`config.mk`:
```
export PLATFORM = sky130hd
export DESIGN_NAME = score_bank_display
export DESIGN_NICKNAME = d
export VERILOG_FILES = /design/src/rtl/score_pkg.sv /design/src/rtl/bin2bcd_seq.sv /design/src/rtl/score_bank_display.sv
export SDC_FILE = /design/constraint.sdc
export NUM_CORES = 1
export LEC_CHECK = 0
export ABC_AREA = 1
export CAP_MARGIN = 20
export CORE_MARGIN = 1
export CORE_UTILIZATION = 40
export CTS_CLUSTER_SIZE = 16
export DETAILED_ROUTE_END_ITERATION = 7
export GPL_TIMING_DRIVEN = 0
export PLACE_DENSITY_LB_ADDON = 0.05
export RECOVER_POWER = 25
export SETUP_SLACK_MARGIN = 0.3
export SLEW_MARGIN = 20
export SYNTH_ARGS = -nofsm -noshare
export SYNTH_HDL_FRONTEND = slang
export SYNTH_SLANG_ARGS = --single-unit
```
`constraint.sdc`:
```
create_clock -name Clock -period 3.63 [get_ports Clock]
set_input_delay 0.726 -clock Clock [delete_from_list [all_inputs] [get_ports Clock]]
set_output_delay 0.726 -clock Clock [all_outputs]
set_load 0.1 [all_outputs]
```
`src/rtl/score_pkg.sv`:
```
// Shared constants, state type and helpers for the score bank / display slice.
package score_pkg;

    localparam int SCORE_WIDTH = 13;
    localparam int NDIGITS     = 4;

    localparam logic [1:0] REG_ROUND  = 2'd0;
    localparam logic [1:0] REG_SCORE1 = 2'd1;
    localparam logic [1:0] REG_SCORE2 = 2'd2;
    localparam logic [1:0] REG_SCORE3 = 2'd3;

    // Active-low segment codes, bit order {g,f,e,d,c,b,a}
    localparam logic [6:0] SEG_0     = 7'h40;
    localparam logic [6:0] SEG_1     = 7'h79;
    localparam logic [6:0] SEG_2     = 7'h24;
    localparam logic [6:0] SEG_3     = 7'h30;
    localparam logic [6:0] SEG_4     = 7'h19;
    localparam logic [6:0] SEG_5     = 7'h12;
    localparam logic [6:0] SEG_6     = 7'h02;
    localparam logic [6:0] SEG_7     = 7'h78;
    localparam logic [6:0] SEG_8     = 7'h00;
    localparam logic [6:0] SEG_9     = 7'h10;
    localparam logic [6:0] SEG_BLANK = 7'h7F;

    typedef enum logic [1:0] {
        BCD_IDLE,
        BCD_SHIFT,
        BCD_DONE
    } bcd_state_t;

    function automatic logic [6:0] seg_decode(input logic [3:0] d);
        logic [6:0] s;
        case (d)
            4'd0:    s = SEG_0;
            4'd1:    s = SEG_1;
            4'd2:    s = SEG_2;
            4'd3:    s = SEG_3;
            4'd4:    s = SEG_4;
            4'd5:    s = SEG_5;
            4'd6:    s = SEG_6;
            4'd7:    s = SEG_7;
            4'd8:    s = SEG_8;
            4'd9:    s = SEG_9;
            default: s = SEG_BLANK;
        endcase
        return s;
    endfunction

    // Double-dabble correction: add 3 to every BCD digit that is 5 or more
    function automatic logic [4*NDIGITS-1:0] bcd_add3(input logic [4*NDIGITS-1:0] b);
        logic [4*NDIGITS-1:0] r;
        r = b;
        for (int i = 0; i < NDIGITS; i++) begin
            if (r[4*i +: 4] >= 4'd5) begin
                r[4*i +: 4] = r[4*i +: 4] + 4'd3;
            end
        end
        return r;
    endfunction

endpackage

```
`src/rtl/bin2bcd_seq.sv`:
```
// Sequential binary-to-BCD converter: one operand load, WIDTH shift/add-3 steps, one done cycle.
//
// state     | meaning
// BCD_IDLE  | waiting for start, operand captured when start is high
// BCD_SHIFT | one add-3 + shift per cycle, WIDTH cycles in total
// BCD_DONE  | bcd holds the final result, done pulses for one cycle
module bin2bcd_seq
    import score_pkg::*;
#(
    parameter int WIDTH = SCORE_WIDTH
) (
    input  logic             clk,
    input  logic             rst,
    input  logic             start,
    input  logic [WIDTH-1:0] operand,
    output logic             busy,
    output logic             done,
    output logic [15:0]      bcd
);

    localparam int CW = $clog2(WIDTH + 1);

    bcd_state_t       state, state_next;
    logic [WIDTH-1:0] bin, bin_next;
    logic [15:0]      bcd_r, bcd_next;
    logic [CW-1:0]    cnt, cnt_next;
    logic [15+WIDTH:0] shifted;

    // State and datapath registers
    always_ff @(posedge clk) begin
        if (rst) begin
            state <= BCD_IDLE;
            bin   <= '0;
            bcd_r <= '0;
            cnt   <= '0;
        end else begin
            state <= state_next;
            bin   <= bin_next;
            bcd_r <= bcd_next;
            cnt   <= cnt_next;
        end
    end

    // Next-state, shift step and status outputs
    always_comb begin
        state_next = state;
        bin_next   = bin;
        bcd_next   = bcd_r;
        cnt_next   = cnt;
        busy       = 1'b0;
        done       = 1'b0;
        shifted    = {bcd_add3(bcd_r), bin} << 1;
        case (state)
            BCD_IDLE: begin
                if (start) begin
                    bin_next   = operand;
                    bcd_next   = '0;
                    cnt_next   = CW'(WIDTH - 1);
                    state_next = BCD_SHIFT;
                end
            end
            BCD_SHIFT: begin
                busy     = 1'b1;
                bcd_next = shifted[15+WIDTH:WIDTH];
                bin_next = shifted[WIDTH-1:0];
                if (cnt == '0) begin
                    state_next = BCD_DONE;
                end else begin
                    cnt_next = cnt - 1'b1;
                end
            end
            BCD_DONE: begin
                busy       = 1'b1;
                done       = 1'b1;
                state_next = BCD_IDLE;
            end
            default: state_next = BCD_IDLE;
        endcase
    end

    assign bcd = bcd_r;

endmodule

```
`src/rtl/score_bank_display.sv`:
```
// Score register bank with a BCD-converted, multiplexed 4-digit 7-segment display.
module score_bank_display
    import score_pkg::*;
#(
    parameter int WIDTH    = SCORE_WIDTH,
    parameter int SCAN_DIV = 1024
) (
    input  logic             Clock,
    input  logic             Reset,
    input  logic             registerLoad,
    input  logic [1:0]       loadAddr,
    input  logic [WIDTH-1:0] registerLoadData,
    input  logic [1:0]       qAddr,
    output logic [WIDTH-1:0] registerDataP,
    output logic [WIDTH-1:0] registerDataQ,
    input  logic [1:0]       DisplayScoreControl,
    output logic [WIDTH-1:0] DisplayScore,
    output logic             convBusy,
    output logic [3:0]       anode,
    output logic [6:0]       segments
);

    localparam int SW = (SCAN_DIV > 2) ? $clog2(SCAN_DIV) : 1;

    logic [WIDTH-1:0] bank [4];
    logic [WIDTH-1:0] sel_val;
    logic             trigger;
    logic             eng_done;
    logic [15:0]      eng_bcd;
    logic [1:0]       pend_idx, shown_idx;
    logic [WIDTH-1:0] pend_val;
    logic             shown_valid;
    logic [15:0]      digits, digits_next;
    logic [SW-1:0]    scan_cnt;
    logic [1:0]       digit_sel, digit_sel_next;
    logic [3:0]       nibble;
    logic             blank;

    // Register bank writes; reads below see only stored state
    always_ff @(posedge Clock) begin
        if (Reset) begin
            for (int i = 0; i < 4; i++) bank[i] <= '0;
        end else if (registerLoad) begin
            bank[loadAddr] <= registerLoadData;
        end
    end

    assign registerDataP = bank[REG_ROUND];
    assign registerDataQ = bank[qAddr];
    assign sel_val       = bank[DisplayScoreControl];

    // shown_valid low after reset forces one conversion of the selected register
    assign trigger = !convBusy &&
                     (!shown_valid || DisplayScoreControl != shown_idx || sel_val != DisplayScore);

    bin2bcd_seq #(.WIDTH(WIDTH)) u_bcd (
        .clk     (Clock),
        .rst     (Reset),
        .start   (trigger),
        .operand (sel_val),
        .busy    (convBusy),
        .done    (eng_done),
        .bcd     (eng_bcd)
    );

    // Remember what is being converted; publish digits and value together on completion
    always_ff @(posedge Clock) begin
        if (Reset) begin
            pend_idx     <= '0;
            pend_val     <= '0;
            shown_idx    <= '0;
            shown_valid  <= 1'b0;
            DisplayScore <= '0;
            digits       <= '0;
        end else begin
            if (trigger) begin
                pend_idx <= DisplayScoreControl;
                pend_val <= sel_val;
            end
            if (eng_done) begin
                shown_idx    <= pend_idx;
                shown_valid  <= 1'b1;
                DisplayScore <= pend_val;
                digits       <= eng_bcd;
            end
        end
    end

    // Next digit selection and its segment pattern, with leading-zero blanking
    always_comb begin
        digit_sel_next = digit_sel;
        if (scan_cnt == SW'(SCAN_DIV - 1)) digit_sel_next = digit_sel + 1'b1;
        digits_next = eng_done ? eng_bcd : digits;
        nibble      = digits_next[{digit_sel_next, 2'b00} +: 4];
        blank       = 1'b0;
        case (digit_sel_next)
            2'd1:    blank = (digits_next[15:4]  == '0);
            2'd2:    blank = (digits_next[15:8]  == '0);
            2'd3:    blank = (digits_next[15:12] == '0);
            default: blank = 1'b0;
        endcase
    end

    // Scan counter and registered anode/segment drive, updated on the same edge
    always_ff @(posedge Clock) begin
        if (Reset) begin
            scan_cnt  <= '0;
            digit_sel <= '0;
            anode     <= 4'b1110;
            segments  <= SEG_0;
        end else begin
            scan_cnt  <= (scan_cnt == SW'(SCAN_DIV - 1)) ? '0 : scan_cnt + 1'b1;
            digit_sel <= digit_sel_next;
            anode     <= ~(4'b0001 << digit_sel_next);
            segments  <= blank ? SEG_BLANK : seg_decode(nibble);
        end
    end

endmodule

```
======== Yosys cells after proc, flatten, opt, wreduce, memory -nomap -nowiden ========
Memory sizes are Yosys's and may differ from the RTL's.
Index checks and enable logic that the tools add are counted.
storage, ports and cells
  bits in registers ....................... 105
  RAM bits ................................ 52
  ROM bits ................................ 112
  input port bits ......................... 22
  output and inout bits ................... 51
  logic and storage cells ................. 88
  memories ................................ 2
operators by class
  add/subtract/negate cells ............... 7
  magnitude comparators ................... 4
  equality and inequality tests ........... 11
  shift-type cells ........................ 2
  multiplexer cells ....................... 28
  bitwise logic cells ..................... 1
  reductions and logical operators ........ 18
memory list
  memory           words  width  read ports  clocked after Yosys merged registers in  write ports  line                      RTL
  (no name shown)  16     7      1           0                                        0            score_pkg.sv:33           case (d)
  bank             4      13     3           0                                        4            score_bank_display.sv:25  logic [WIDTH-1:0] bank [4];
operator list
  operator                                              number
  2-to-1 mux 16 bit                                     2
  one-hot mux 16 bit (2 select lines)                   1
  2-to-1 mux 13 bit                                     2
  one-hot mux 13 bit (2 select lines)                   1
  2-to-1 mux 4 bit                                      5
  >= comparator 4 x 3 -> 1 bit (second input constant)  4
  variable part select 16 x 5 -> 4 bit                  1
  != test 13 bit                                        1
  OR reduction 13 bit                                   1
  adder 4 x 2 -> 4 bit (second input constant)          3
  zero test 12 bit                                      1
  adder 10 x 1 -> 10 bit (second input constant)        1
  equality test 10 bit (second input constant)          1
  zero test 4 bit                                       2
  zero test 8 bit                                       1
  2-to-1 mux 1 bit                                      8
  2-to-1 mux 2 bit                                      4
  one-hot mux 4 bit (2 select lines)                    1
  equality test 2 bit (second input constant)           3
  2-to-1 mux 6 bit                                      1
  OR reduction 2 bit                                    3
  equality test 2 x 1 -> 1 bit (second input constant)  2
  != test 2 bit (second input constant)                 2
  inverter 4 bit                                        1
  other kinds (16)                                      19

======== Depth between registers and ports, before layout ========
  word-level depth ........................ 7
  mapped depth ............................ 19
  mapped depth without buffers ............ 17

======== Cells and area by module ========
Synthesis repeated with hierarchy kept, for this count alone.
unflattened totals
  cell total of the unflattened synthesis .. 1091
  area, all modules ....................... 8122.8 um2
by module, submodules not included
  module              times used  cells each  area an instance (um2)  sequential area each (um2)
  score_bank_display  1           811         6172.2                  2962.8
  bin2bcd_seq         1           280         1950.6                  700.7

======== Worst setup path before layout ========
Ideal clock, no wire load.
  path kind ............................... input port to output port
  from .................................... input port qAddr[0]
  to ...................................... output port registerDataQ[10]
  data arrival time ....................... 2.840 ns
  required time ........................... 2.904 ns
  slack ................................... 0.064 ns
  stages .................................. 5
  path buffers ............................ 2
  path through ............................ clkbuf_1 -> inv_1 -> clkbuf_1 -> o21ai_0 -> o22ai_1
between the ends
  word-level cells in the longest chain between the ends .. 1
ends and longest elaborated chain
  what                      line                      RTL
  from (decl)               score_bank_display.sv:13  input logic [1:0] qAddr,
  memory read (4 x 13 bit)  -
  to (decl)                 score_bank_display.sv:15  output logic [WIDTH-1:0] registerDataQ,
No other way between the ends.

======== Worst setup path in the final report ========
  from .................................... input port qAddr[1]
  to ...................................... output port registerDataQ[4]
The elaborated chain is that of the path after synthesis.

==> flow_summary.toml <==
[status]
result_of_the_run = "finished clean"

[clocking]
clock_sinks = 157
clk_root_buffer_cell = "sky130_fd_sc_hd__clkbuf_16"
clock_path_buffers = 2
clk_latency_ns = 0.43
cts_htree_levels = 4
cts_made_buffers = 17
cts_setup_buffers = 0
ctsHoldBuffers = 0
worst_setup_hold_path_clk_slew_ns = 0.06
cts_tree = "yes"

[sta]
final_critical_path_share_of_the_clock_period_pct = 89.1
timing.slew.headroom_pct = 32.1
timing.final.setup_violations = 0
finalHoldViolCount = 0
fin_skew_ns = 0.00777
fin_crit_ns = 3.23
final_max_slew_viol_count = 0
timing_worst_slew_pin_value_ns = 1.02
rsz0062_at_grt = "true"
fmax_mhz = 309

[layout]
mostFrequentLayoutCell = "sky130_fd_sc_hd__nand2_1"
layout.cell_area.non_filler_mm2 = 0.00976
final_nets = 1199
final_cell_mix = "218 x sky130_fd_sc_hd__nand2_1, 194 x sky130_fd_sc_hd__nor2_1, 105 x sky130_fd_sc_hd__dfxtp_1, 103 x sky130_fd_sc_hd__o21ai_0, 85 x sky130_fd_sc_hd__inv_1"
drive_gt1_share_pct = 11.5
flow.area_growth_from_synthesis_pct = 20.5
num_antenna_cells = 0
utilization_pct = 49.6

[global_route]
grt_max_degree = 17
first_global_vias = 6414
grt_use_total_pct = 21.8
globalRouteOverflowTotal = 0
grt_antenna_before_repair = 0
first_pass_grt_wire_length_mm = 34.6

[setup_path]
depth_of_the_worst_register_to_register_path = 15
critical_path_arrival_ns = 2.51
cp.required_ns = 2.90
cp_num_cells = 6
crit_type = "input pin to output port"
timing.critical_path.max_delay_family = "buffers and inverters"
critical-path-max-stage-delay_ns = 0.50
rr_endpoint = "segments[3]$_SDFF_PP0_"
crit_buf_inv = 4
worstPathCellList = "clkdlybuf4s50_1 -> inv_1 -> clkbuf_1 -> o21ai_0 -> o22ai_2 -> buf_2"
critical_path.max_fanout = 10
cp_startpoint_kind = "input pin"
reg2reg_from = "u_bcd.state[0]$_SDFFE_PP0P_"
slowest_stage_cell_on_the_critical_path = "sky130_fd_sc_hd__clkdlybuf4s50_1"
critPathCaptureType = "output port"
setup.reg_to_reg.worst_slack_ns = 0.58

[drt]
drtIter0Drc = 443
wl_per_cell_um = 14.8
via_count = 6942
post-route-drc-count = 0
met1Wirelength_mm = 10.8
drtPass1Iterations = 5
antenna_violating_nets_post_route = 0
detail_route.wirelength_mm = 21.3
met3WireLength_mm = 1.03
top_layer = "met4"
met2WireLength_mm = 9.27
avgViaCountPerCell = 4.83

[placement]
postPlaceCellArea_mm2 = 0.00922
portBuffers = 69
place_congestion = 0.833
dp_hpwl_mm = 16.4

[power]
power_dens_cells_mw_per_mm2 = 767
max-vdd-ir-drop_mv = 0.356
cellLeakagePower_nw = 4.11
total_power_mw = 7.48

[floorplan]
pin_count = 73
initial_utilization_pct = 41.2
die_height_um = 144
fp.dieW_um = 144
fp.dieArea_mm2 = 0.0208
floorplan.rows = 51
core_area_mm2 = 0.0197

[worst_hold_path]
min_to = "scan_cnt[0]$_SDFF_PP0_"
timing.hold.worst_path_depth = 1
timing.hold.worst.start = "scan_cnt[0]$_SDFF_PP0_"
worst_hold_path_type = "flip-flop to flip-flop"

[run]
max_cap_violations = 0

[synth]
ys_warn_count = 0
syn-mean-instance-area_um2 = 7.57
ys_seq_elements = 157
netlist_instances = 1070
ys_types = 40
synthesis.area_mm2 = 0.00810
synth_sequential_area_ratio_pct = 45.3
synthesis.nets = 1110
==> stage by stage <==
stage | setup TNS, ns | hold slack [ns] | setup WS [ns] | instances
final | 0 | 0.454 | 0.397 | 1437
after global routing | 0 | 0.486 | 0.217 | 1437
after floorplan | 0 | 0.418 | 0.659 | 1070
after detailed placement | -2.77 | 0.440 | -0.284 | 1405
after global placement | -2.98 | 0.433 | -0.296 | 1404
after CTS | 0 | 0.453 | 0.292 | 1437
==> repair_timing <==
| item | in CTS | in global routing |
|---|---|---|
| setup endpoints to repair | 13 | 10 |
| pin swaps | 0 | 0 |
| resized for setup | 41 | 18 |
==> where the power goes <==
part / total, mW / switching (mW) / internal (mW)
clock network: 1.84 / 0.804 / 1.04
registers: 2.36 / 0.196 / 2.16
logic: 3.28 / 2.26 / 1.03
==> per-layer routing <==
layer | GRT usage, % | up-vias
li1 | - | 3656
met1 | 31.4 | 3123
met2 | 32.9 | 148
met3 | 4.97 | 15
met4 | 5.60 | 0
met5 | 0 | -
==> cells in the mapped netlist (all sizes together) <==
master,count,area share [%]
a211oi,1,0.093
a21oi,39,2.5
a31oi,2,0.15
and2,4,0.31
buf,26,2.8
clkbuf,28,1.3
clkinv,2,0.093
dfxtp,105,26
edfxtp,52,19
ha,18,2.8
inv,89,4.2
nand2,226,11
nand3,68,4.8
nand3b,24,2.2
nand4,4,0.31
nor2,225,11
nor3,22,1.4
nor3b,3,0.28
nor4,2,0.15
o21ai,105,6.7
o22ai,13,1.0
o31ai,1,0.093
xor2,11,1.3
==> registers in the layout, indices dropped and copies added, names as in the netlist <==
register      cells
shown_idx         2
u_bcd.state       2
pend_val         13
pend_idx          2
u_bcd.cnt         4
scan_cnt         10
digit_sel         2
bank             52
anode             4
u_bcd.bcd        16
u_bcd.bin        13
digits           16
DisplayScore     13
shown_valid       1
segments          7
==> kinds of logic after synthesis <==
kind of cell    synth area share [%]
flops                           45.3
simple gates                    31.8
xor+xnor                        1.28
compound gates                  10.5
fa+ha+maj                       2.78
buf+inv                         8.41
==> area by class of cell <==
class                           instances  area, um^2
Multi-Input combinational cell        768        3830
Buffer                                 54         330
Fill cell                            2007        9900
Tap cell                              265         332
Timing Repair Buffer                   70         652
Inverter                               91         349
Clock inverter                         15         176
Sequential cell                       157        3660
Clock buffer                           17         425
==> how the worst max path moves through the flow <==
stage | startpoint | endpoint | slack (ns)
final | qAddr[1] | registerDataQ[4] | 0.40
after floorplan | qAddr[0] | registerDataQ[10] | 0.66
after CTS | qAddr[1] | registerDataQ[2] | 0.29
after global placement | qAddr[1] | registerDataQ[3] | -0.30
after detailed placement | qAddr[1] | registerDataQ[4] | -0.28
after global routing | scan_cnt[0]$_SDFF_PP0_ | segments[3]$_SDFF_PP0_ | 0.22
Note: power is estimated with default switching activity, not from simulation.
